===== src/rtl/write_data_pkg.sv =====
// Shared types for the write-side controller: FSM state encoding and the
// buffered write entry layout at default widths.
package write_data_pkg;

    localparam int WR_SIZE_ADDR = 8;
    localparam int WR_SIZE_DATA = 8;
    localparam int WR_DEPTH     = 4;

    typedef enum logic {
        S_IDLE  = 1'b0,
        S_ISSUE = 1'b1
    } wr_state_e;

    typedef struct packed {
        logic [WR_SIZE_ADDR-1:0] addr;
        logic [WR_SIZE_DATA-1:0] data;
    } wr_entry_t;

endpackage


===== src/rtl/write_data_ctrl_wr_fifo.sv =====
// Small synchronous FIFO holding pending writes. Push is dropped when full,
// pop is dropped when empty; flags come from the registered occupancy count.
module wr_fifo #(
    parameter int W     = 16,
    parameter int DEPTH = 4
) (
    input  logic                       clk,
    input  logic                       rst_n,
    input  logic                       push,
    input  logic [W-1:0]               push_data,
    input  logic                       pop,
    output logic [W-1:0]               pop_data,
    output logic [$clog2(DEPTH+1)-1:0] count,
    output logic                       full,
    output logic                       empty
);

    localparam int PW = $clog2(DEPTH);
    localparam int CW = $clog2(DEPTH+1);

    logic [W-1:0]  mem_q [DEPTH];
    logic [W-1:0]  mem_d [DEPTH];
    logic [PW-1:0] wr_ptr_q, wr_ptr_d;
    logic [PW-1:0] rd_ptr_q, rd_ptr_d;
    logic [CW-1:0] count_q, count_d;
    logic          push_ok;
    logic          pop_ok;

    assign full     = (count_q == CW'(DEPTH));
    assign empty    = (count_q == '0);
    assign count    = count_q;
    assign pop_data = mem_q[rd_ptr_q];
    assign push_ok  = push & ~full;
    assign pop_ok   = pop & ~empty;

    // Next-state for storage, pointers (wrap naturally, DEPTH is a power of 2) and count.
    always_comb begin
        mem_d    = mem_q;
        wr_ptr_d = wr_ptr_q;
        rd_ptr_d = rd_ptr_q;
        if (push_ok) begin
            mem_d[wr_ptr_q] = push_data;
            wr_ptr_d        = wr_ptr_q + PW'(1);
        end
        if (pop_ok) begin
            rd_ptr_d = rd_ptr_q + PW'(1);
        end
        count_d = count_q + CW'(push_ok) - CW'(pop_ok);
    end

    // Registers with asynchronous clear; buffered contents are discarded on reset.
    always_ff @(posedge clk or negedge rst_n) begin
        if (!rst_n) begin
            for (int i = 0; i < DEPTH; i++) begin
                mem_q[i] <= '0;
            end
            wr_ptr_q <= '0;
            rd_ptr_q <= '0;
            count_q  <= '0;
        end else begin
            mem_q    <= mem_d;
            wr_ptr_q <= wr_ptr_d;
            rd_ptr_q <= rd_ptr_d;
            count_q  <= count_d;
        end
    end

endmodule


===== src/rtl/write_data_ctrl.sv =====
// Write-side controller: buffers producer writes in a FIFO and issues them one
// at a time to the memory write port. A write retires on a cycle where the
// strobe o_wr_en is high and i_mem_ready is high; o_ack pulses the cycle after.
// Address/data stay stable while the strobe waits for i_mem_ready.
module write_data_ctrl
    import write_data_pkg::*;
#(
    parameter int SIZE_ADDR = WR_SIZE_ADDR,
    parameter int SIZE_DATA = WR_SIZE_DATA,
    parameter int DEPTH     = WR_DEPTH
) (
    input  logic                       i_clk,
    input  logic                       i_rst_n,
    input  logic                       i_wr_en,
    input  logic [SIZE_ADDR-1:0]       i_addr_wr,
    input  logic [SIZE_DATA-1:0]       i_data_wr,
    output logic                       o_wr_ready,
    output logic                       o_wr_en,
    output logic [SIZE_ADDR-1:0]       o_addr_wr,
    output logic [SIZE_DATA-1:0]       o_data_wr,
    input  logic                       i_mem_ready,
    output logic                       o_ack,
    output logic                       o_full,
    output logic                       o_empty,
    output logic [$clog2(DEPTH+1)-1:0] o_count
);

    localparam int EW = SIZE_ADDR + SIZE_DATA;

    wr_state_e            state_q, state_d;
    logic                 wr_en_q, wr_en_d;
    logic [SIZE_ADDR-1:0] addr_q, addr_d;
    logic [SIZE_DATA-1:0] data_q, data_d;
    logic                 ack_q, ack_d;
    logic                 fifo_pop;
    logic                 fifo_push;
    logic [EW-1:0]        fifo_head;

    assign o_wr_ready = ~o_full;
    assign fifo_push  = i_wr_en & o_wr_ready;

    wr_fifo #(
        .W     (EW),
        .DEPTH (DEPTH)
    ) u_fifo (
        .clk       (i_clk),
        .rst_n     (i_rst_n),
        .push      (fifo_push),
        .push_data ({i_addr_wr, i_data_wr}),
        .pop       (fifo_pop),
        .pop_data  (fifo_head),
        .count     (o_count),
        .full      (o_full),
        .empty     (o_empty)
    );

    // Issue FSM: load the FIFO head into the output stage, hold it until the
    // memory accepts, then chain the next entry on the same edge if one exists.
    always_comb begin
        state_d  = state_q;
        wr_en_d  = wr_en_q;
        addr_d   = addr_q;
        data_d   = data_q;
        ack_d    = 1'b0;
        fifo_pop = 1'b0;
        case (state_q)
            S_IDLE: begin
                wr_en_d = 1'b0;
                if (!o_empty) begin
                    fifo_pop         = 1'b1;
                    {addr_d, data_d} = fifo_head;
                    wr_en_d          = 1'b1;
                    state_d          = S_ISSUE;
                end
            end
            S_ISSUE: begin
                wr_en_d = 1'b1;
                if (i_mem_ready) begin
                    ack_d = 1'b1;
                    if (!o_empty) begin
                        fifo_pop         = 1'b1;
                        {addr_d, data_d} = fifo_head;
                    end else begin
                        wr_en_d = 1'b0;
                        state_d = S_IDLE;
                    end
                end
            end
            default: begin
                wr_en_d = 1'b0;
                state_d = S_IDLE;
            end
        endcase
    end

    // State, output register stage and ack register, cleared asynchronously.
    always_ff @(posedge i_clk or negedge i_rst_n) begin
        if (!i_rst_n) begin
            state_q <= S_IDLE;
            wr_en_q <= 1'b0;
            addr_q  <= '0;
            data_q  <= '0;
            ack_q   <= 1'b0;
        end else begin
            state_q <= state_d;
            wr_en_q <= wr_en_d;
            addr_q  <= addr_d;
            data_q  <= data_d;
            ack_q   <= ack_d;
        end
    end

    assign o_wr_en   = wr_en_q;
    assign o_addr_wr = addr_q;
    assign o_data_wr = data_q;
    assign o_ack     = ack_q;

endmodule

===== config.mk =====
export PLATFORM = sky130hd
export DESIGN_NAME = write_data_ctrl
export DESIGN_NICKNAME = d
export VERILOG_FILES = /design/src/rtl/write_data_pkg.sv /design/src/rtl/write_data_ctrl_wr_fifo.sv /design/src/rtl/write_data_ctrl.sv
export SDC_FILE = /design/constraint.sdc
export NUM_CORES = 1
export LEC_CHECK = 0
export ABC_AREA = 0
export CAP_MARGIN = 40
export CORE_MARGIN = 4
export CORE_UTILIZATION = 60
export CTS_CLUSTER_SIZE = 8
export DETAILED_ROUTE_END_ITERATION = 10
export GPL_ROUTABILITY_DRIVEN = 1
export PLACE_DENSITY = 0.82
export SLEW_MARGIN = 20
export SYNTH_ARGS = -nofsm -noshare
export SYNTH_HDL_FRONTEND = slang
export SYNTH_HIERARCHICAL = 1
export SYNTH_SLANG_ARGS = --single-unit
export TNS_END_PERCENT = 50

===== constraint.sdc =====
create_clock -name i_clk -period 6.7 [get_ports i_clk]
set_clock_uncertainty 0.05 [all_clocks]
set_input_delay 1.34 -clock i_clk [delete_from_list [all_inputs] [get_ports i_clk]]
set_output_delay 1.34 -clock i_clk [all_outputs]
set_load 0.01 [all_outputs]

=== Word-level counts from Yosys, hierarchy flattened ===
Index checks and enable logic that the tools add are counted.

* Register bits: 89
* Latch bits: 0
* Bits in writable memories: 0
* ROM bits: 0
* Input bits: 20
* Output and inout bits: 24
* Logic and storage cells: 49
* Memories kept: 0

* Add/subtract/negate cells: 4
* Multipliers: 0
* Divide/modulo/power cells: 0
* Order comparisons: 3
* Equal/unequal tests: 2
* Shift operators: 0
* Mux-type cells: 19
* Bitwise logic cells: 8
* Reductions and logical operators: 2

{| class="wikitable"
|+ Operator list
! operator !! number
|-
| $bwmux W64 || 1
|-
| $mux W16 || 3
|-
| $bmux W16 S2 || 1
|-
| $demux W16 S2 || 1
|-
| $mux W8 || 4
|-
| $pmux W8 S2 || 2
|-
| $ge A3 B3 Y1 const B || 2
|-
| $not A2 Y3 || 2
|-
| $mux W1 || 5
|-
| $add A2 B1 Y2 const B || 2
|-
| $pmux W1 S2 || 2
|-
| $add A3 B1 Y3 || 1
|-
| $and A1 B1 Y1 || 3
|-
| $eq A3 B3 Y1 const B || 1
|-
| $logic_not A3 Y1 || 1
|-
| $lt A3 B1 Y1 const B || 1
|-
| $not A1 Y1 || 3
|-
| $sub A3 B1 Y3 || 1
|-
| $ne A2 B2 Y1 const B || 1
|-
| $logic_and A1 B1 Y1 || 1
|}

=== Depth between registers and ports, before layout ===
* Word-level depth: 7
* Depth in mapped cells: 14
* Mapped depth without buffers: 9

=== Cells and area by module ===
The synthesis kept the hierarchy.

{| class="wikitable"
|+ Modules (own cells, without submodules)
! module !! instances !! cells each !! area each (um^2) !! sequential area each (um^2)
|-
| wr_fifo || 1 || 432 || 4,815.9 || 1,776.7
|-
| write_data_ctrl || 1 || 42 || 726.9 || 450.4
|}

=== Worst setup path after synthesis ===
OpenSTA, ideal clock, no wires.

* Path kind: input -> register
* Start: in i_wr_en
* End: reg u_fifo.count_q[2] (netlist: u_fifo/count[2])
* Library setup time: 124 ps
* Data arrival time: 3,100 ps
* Data required time: 6,526 ps
* Slack: 3,426 ps
* Stages: 11
* Path buffers: 3
* Cells stage by stage: nor2b_1 > buf_2 > buf_2 > buf_2 > nand2b_1 > ha_1 > inv_1 > ha_1 > fa_1 > xor2_1 > xnor2_1

* Cells in the longest elaborated chain, start to end: 4

{| class="wikitable"
|+ RTL lines
! what !! line !! text
|-
| from (decl) || write_data_ctrl.sv:14 || <nowiki>input logic i_wr_en,</nowiki>
|-
| $and A1 B1 Y1 || write_data_ctrl.sv:40 || <nowiki>assign fifo_push = i_wr_en & o_wr_ready;</nowiki>
|-
| $and A1 B1 Y1 || write_data_ctrl_wr_fifo.sv:33 || <nowiki>assign push_ok = push & ~full;</nowiki>
|-
| $add A3 B1 Y3 || write_data_ctrl_wr_fifo.sv:48 || <nowiki>count_d = count_q + CW'(push_ok) - CW'(pop_ok);</nowiki>
|-
| $sub A3 B1 Y3 || write_data_ctrl_wr_fifo.sv:48 ||
|-
| named net u_fifo.count_d[2] || write_data_ctrl_wr_fifo.sv:25 || <nowiki>logic [CW-1:0] count_q, count_d;</nowiki>
|-
| to (signal assigned) || write_data_ctrl_wr_fifo.sv:64 || <nowiki>count_q <= count_d;</nowiki>
|-
| to (decl) || write_data_ctrl_wr_fifo.sv:25 ||
|}

The timed path passes the listed nets, and every way through them passes these cells.
A chain may end at the register's enable or synchronous reset.

=== Worst setup path after layout ===
* Start: in i_mem_ready
* End: reg u_fifo.count_q[2] (netlist: u_fifo/count[2])

* Cells in the longest elaborated chain, start to end: 4

{| class="wikitable"
|+ RTL lines
! what !! line !! text
|-
| from (decl) || write_data_ctrl.sv:21 || <nowiki>input logic i_mem_ready,</nowiki>
|-
| $mux W1 || write_data_ctrl.sv:78 || <nowiki>if (i_mem_ready) begin</nowiki>
|-
| $pmux W1 S2 || write_data_ctrl.sv:66 || <nowiki>case (state_q)</nowiki>
|-
| $and A1 B1 Y1 || write_data_ctrl_wr_fifo.sv:34 || <nowiki>assign pop_ok = pop & ~empty;</nowiki>
|-
| named net u_fifo.pop_ok || write_data_ctrl_wr_fifo.sv:27 || <nowiki>logic pop_ok;</nowiki>
|-
| $sub A3 B1 Y3 || write_data_ctrl_wr_fifo.sv:48 ||
|-
| named net u_fifo.count_d[2] || write_data_ctrl_wr_fifo.sv:25 ||
|}

The timed path passes the listed nets, and every way through them passes these cells.

==> results.sh <==
export IMPL_fp_coreArea_um2=8850
export IMPL_grt_max_degree=73
export IMPL_synth_area_um2=5540
export IMPL_dieArea_um2=10800
export IMPL_nFillCells=670
export IMPL_ctsResizeCount=0
export IMPL_yosysWarningCount=6
export IMPL_drc=0
export IMPL_drt_first_pass_iters=4
export IMPL_cp_arrival_ps=3890
export IMPL_post_route_period_util=0.558
export IMPL_vias_per_cell=6.97
export IMPL_numCtsBuffers=9
export IMPL_num_nets_final=508
export IMPL_vias=4132
export IMPL_hp_class="reg2reg"
export IMPL_crit_type="in2reg"
export IMPL_path_clk_slew_ps=90
export IMPL_synth_cell_types=28
export IMPL_grt_overflow=0
export IMPL_holdBufCountCts=0
export IMPL_status="completed"
export IMPL_synth_nets=501
export IMPL_rsz0062_at_grt="false"
export IMPL_rrSetupSlack_ps=3170
export IMPL_syn_to_final_growth_pct=11.2
export IMPL_postCtsSetupRepairBufs=0
export IMPL_track_usage=0.244
export IMPL_antenna_left=0
export IMPL_timing_slew_headroom=0.433
export IMPL_cts_sinks=89
export IMPL_clock_fmax_ghz=0.268
export IMPL_die_h_um=104
export IMPL_finalWirelength_um=12800
export IMPL_start_util=0.626
export IMPL_drtIter0Drc=267
export IMPL_row_count=34
export IMPL_worst_pin_slew_ps=849
export IMPL_mostFrequentLayoutCell="dfrtp_1"
export IMPL_worst_path_max_fanout=18
export IMPL_antenna_found_initial=0
export IMPL_drive_gt1_frac=0.266
export IMPL_place_congestion=0.758
export IMPL_pin_count=44
export IMPL_syn_inst=474
export IMPL_vdd_drop_max_v=0.000397
export IMPL_clockRootBuffer="clkbuf_8"
export IMPL_numPortBuffers=43
export IMPL_grt_pass1_vias=4343
export IMPL_drv_slew=0
export IMPL_h_tree_depth=3
export IMPL_hold_viol_final=0
export IMPL_required_ps=6860
export IMPL_setup_viol=0
export IMPL_wire_per_inst_um=21.6
export IMPL_antenna_cells=0
export IMPL_insertion_delay_ps=350
export IMPL_cts_tree="done"
export IMPL_die_x_um=104
export IMPL_dp_hpwl_um=7160
export IMPL_ys_seq_elements=89
export IMPL_utilization=0.697
export IMPL_crit_path_end_kind="flip-flop"
export IMPL_grt_pass1_wl_um=22100
export IMPL_cts_buffer_depth=2
export IMPL_p_per_area_nw_per_um2=533
export IMPL_ys_seq_area_frac=0.402
export IMPL_p_leak_nw=2.28
export IMPL_mostFrequentLayoutCells="88 x dfrtp_1, 66 x nand4bb_1, 66 x o211ai_1"
export IMPL_start_kind="input pin"
export IMPL_tns_ps=0
export IMPL_synth_area_per_cell_um2=11.7
export IMPL_cap_viol_max_count=0
export IMPL_post_route_min_period_ps=3740
-- sequential cells by signal (all words and copies together), names as in the netlist --
| register | count |
|---|---|
| u_fifo/mem_q | 64 |
| o_ack | 1 |
| o_addr_wr | 8 |
| o_wr_en | 1 |
| o_data_wr | 8 |
| u_fifo/wr_ptr_q | 2 |
| u_fifo/count | 3 |
| u_fifo/rd_ptr_q | 2 |
-- logic make-up (layout without fill, tap and decap cells) --
kind of cell	count (synthesis)	in the layout	share of synthesized area
DFF	89	89	0.402
AOI/OAI and AO/OA	134	134	0.212
adders and majority gates	7	7	0.0172
muxes	32	32	0.104
xor gates and xnor gates	4	4	0.00632
and+or+nand+nor	139	139	0.202
buffers and inverters	69	80	0.0571
-- worst max-delay path: stages --
cell and delay [ps]:
clkdlybuf4s50_1 480, inv_2 60, a21oi_4 670, o31a_1 290
ha_1 130, inv_1 40, ha_1 180, fa_1 370
xor2_1 160, xnor2_1 160
-- final timing paths --
kind                                                 to                 startpoint  cells after the start
max                           u_fifo/count[2]$_DFF_PN0_                i_mem_ready                     10
min                            o_addr_wr[5]$_DFFE_PN0P_   o_addr_wr[5]$_DFFE_PN0P_                      1
max reg2reg                   u_fifo/count[2]$_DFF_PN0_  u_fifo/count[2]$_DFF_PN0_                     10
min reg2reg                    o_addr_wr[5]$_DFFE_PN0P_   o_addr_wr[5]$_DFFE_PN0P_                      1
max in group asynchronous  u_fifo/mem_q[46]$_DFFE_PN0P_                    i_rst_n                      2
min in group asynchronous  u_fifo/mem_q[52]$_DFFE_PN0P_                    i_rst_n                      1
-- area by class of cell --
| cell class | count | area, µm² | area share |
|---|---|---|---|
| multi-input combinational | 316 | 3010 | 0.489 |
| clock inverter | 3 | 65.1 | 0.0106 |
| tap | 108 | 135 | 0.0219 |
| clock buffer | 12 | 145 | 0.0235 |
| inverter | 8 | 30.0 | 0.00487 |
| sequential | 89 | 2230 | 0.361 |
| timing repair buffer | 57 | 548 | 0.0889 |
-- through the flow --
stage	cells	power, mW	setup slack (ps)	area, µm²	hold slack (ps)
floorplan	474	2.40	3430	5540	492
global placement	576	2.80	2660	5920	444
detailed placement	577	2.88	2580	5940	448
CTS	592	3.29	2950	6150	468
global route	593	3.51	2800	6160	489
finish	593	3.29	2960	6160	465
-- synth_stat cells, drive strengths merged --
cell type  count  area, µm²
o21ai          1       5.00
dfrtp         89       2230
mux4          16        360
a21bo         64        641
nor2           1       3.75
a21oi          1       16.3
o31a           1       8.76
nand2b         4       25.0
mux2          16        214
xnor2          2       17.5
nand4bb       66        743
nor3           1       5.00
nor2b          1       6.26
o311ai         1       8.76
ha             6       75.1
o211ai        66        495
fa             1       20.0
xor2           2       17.5
nand2          1       3.75
buf           24        148
inv            8       30.0
nor3b          1       12.5
clkbuf        37        139
nand3         64        320
-- power breakdown --
group	switching (mW)	leakage (nW)	internal [mW]
logic	0.843	1.17	1.01
registers	0.213	1.00	0.821
clock network	0.186	0.106	0.218
total	1.24	2.28	2.05
-- per-layer routing --
layer  up-vias  part of all wire  wire, µm  GRT usage
met2       153              0.49      6340      0.405
met1      2118              0.44      5700      0.332
met3        10             0.051       656     0.0304
met4         0            0.0093       119     0.0807
li1       1851                 -         -          -
met5         -                 0         0          0
(Power assumes the default switching activity.)
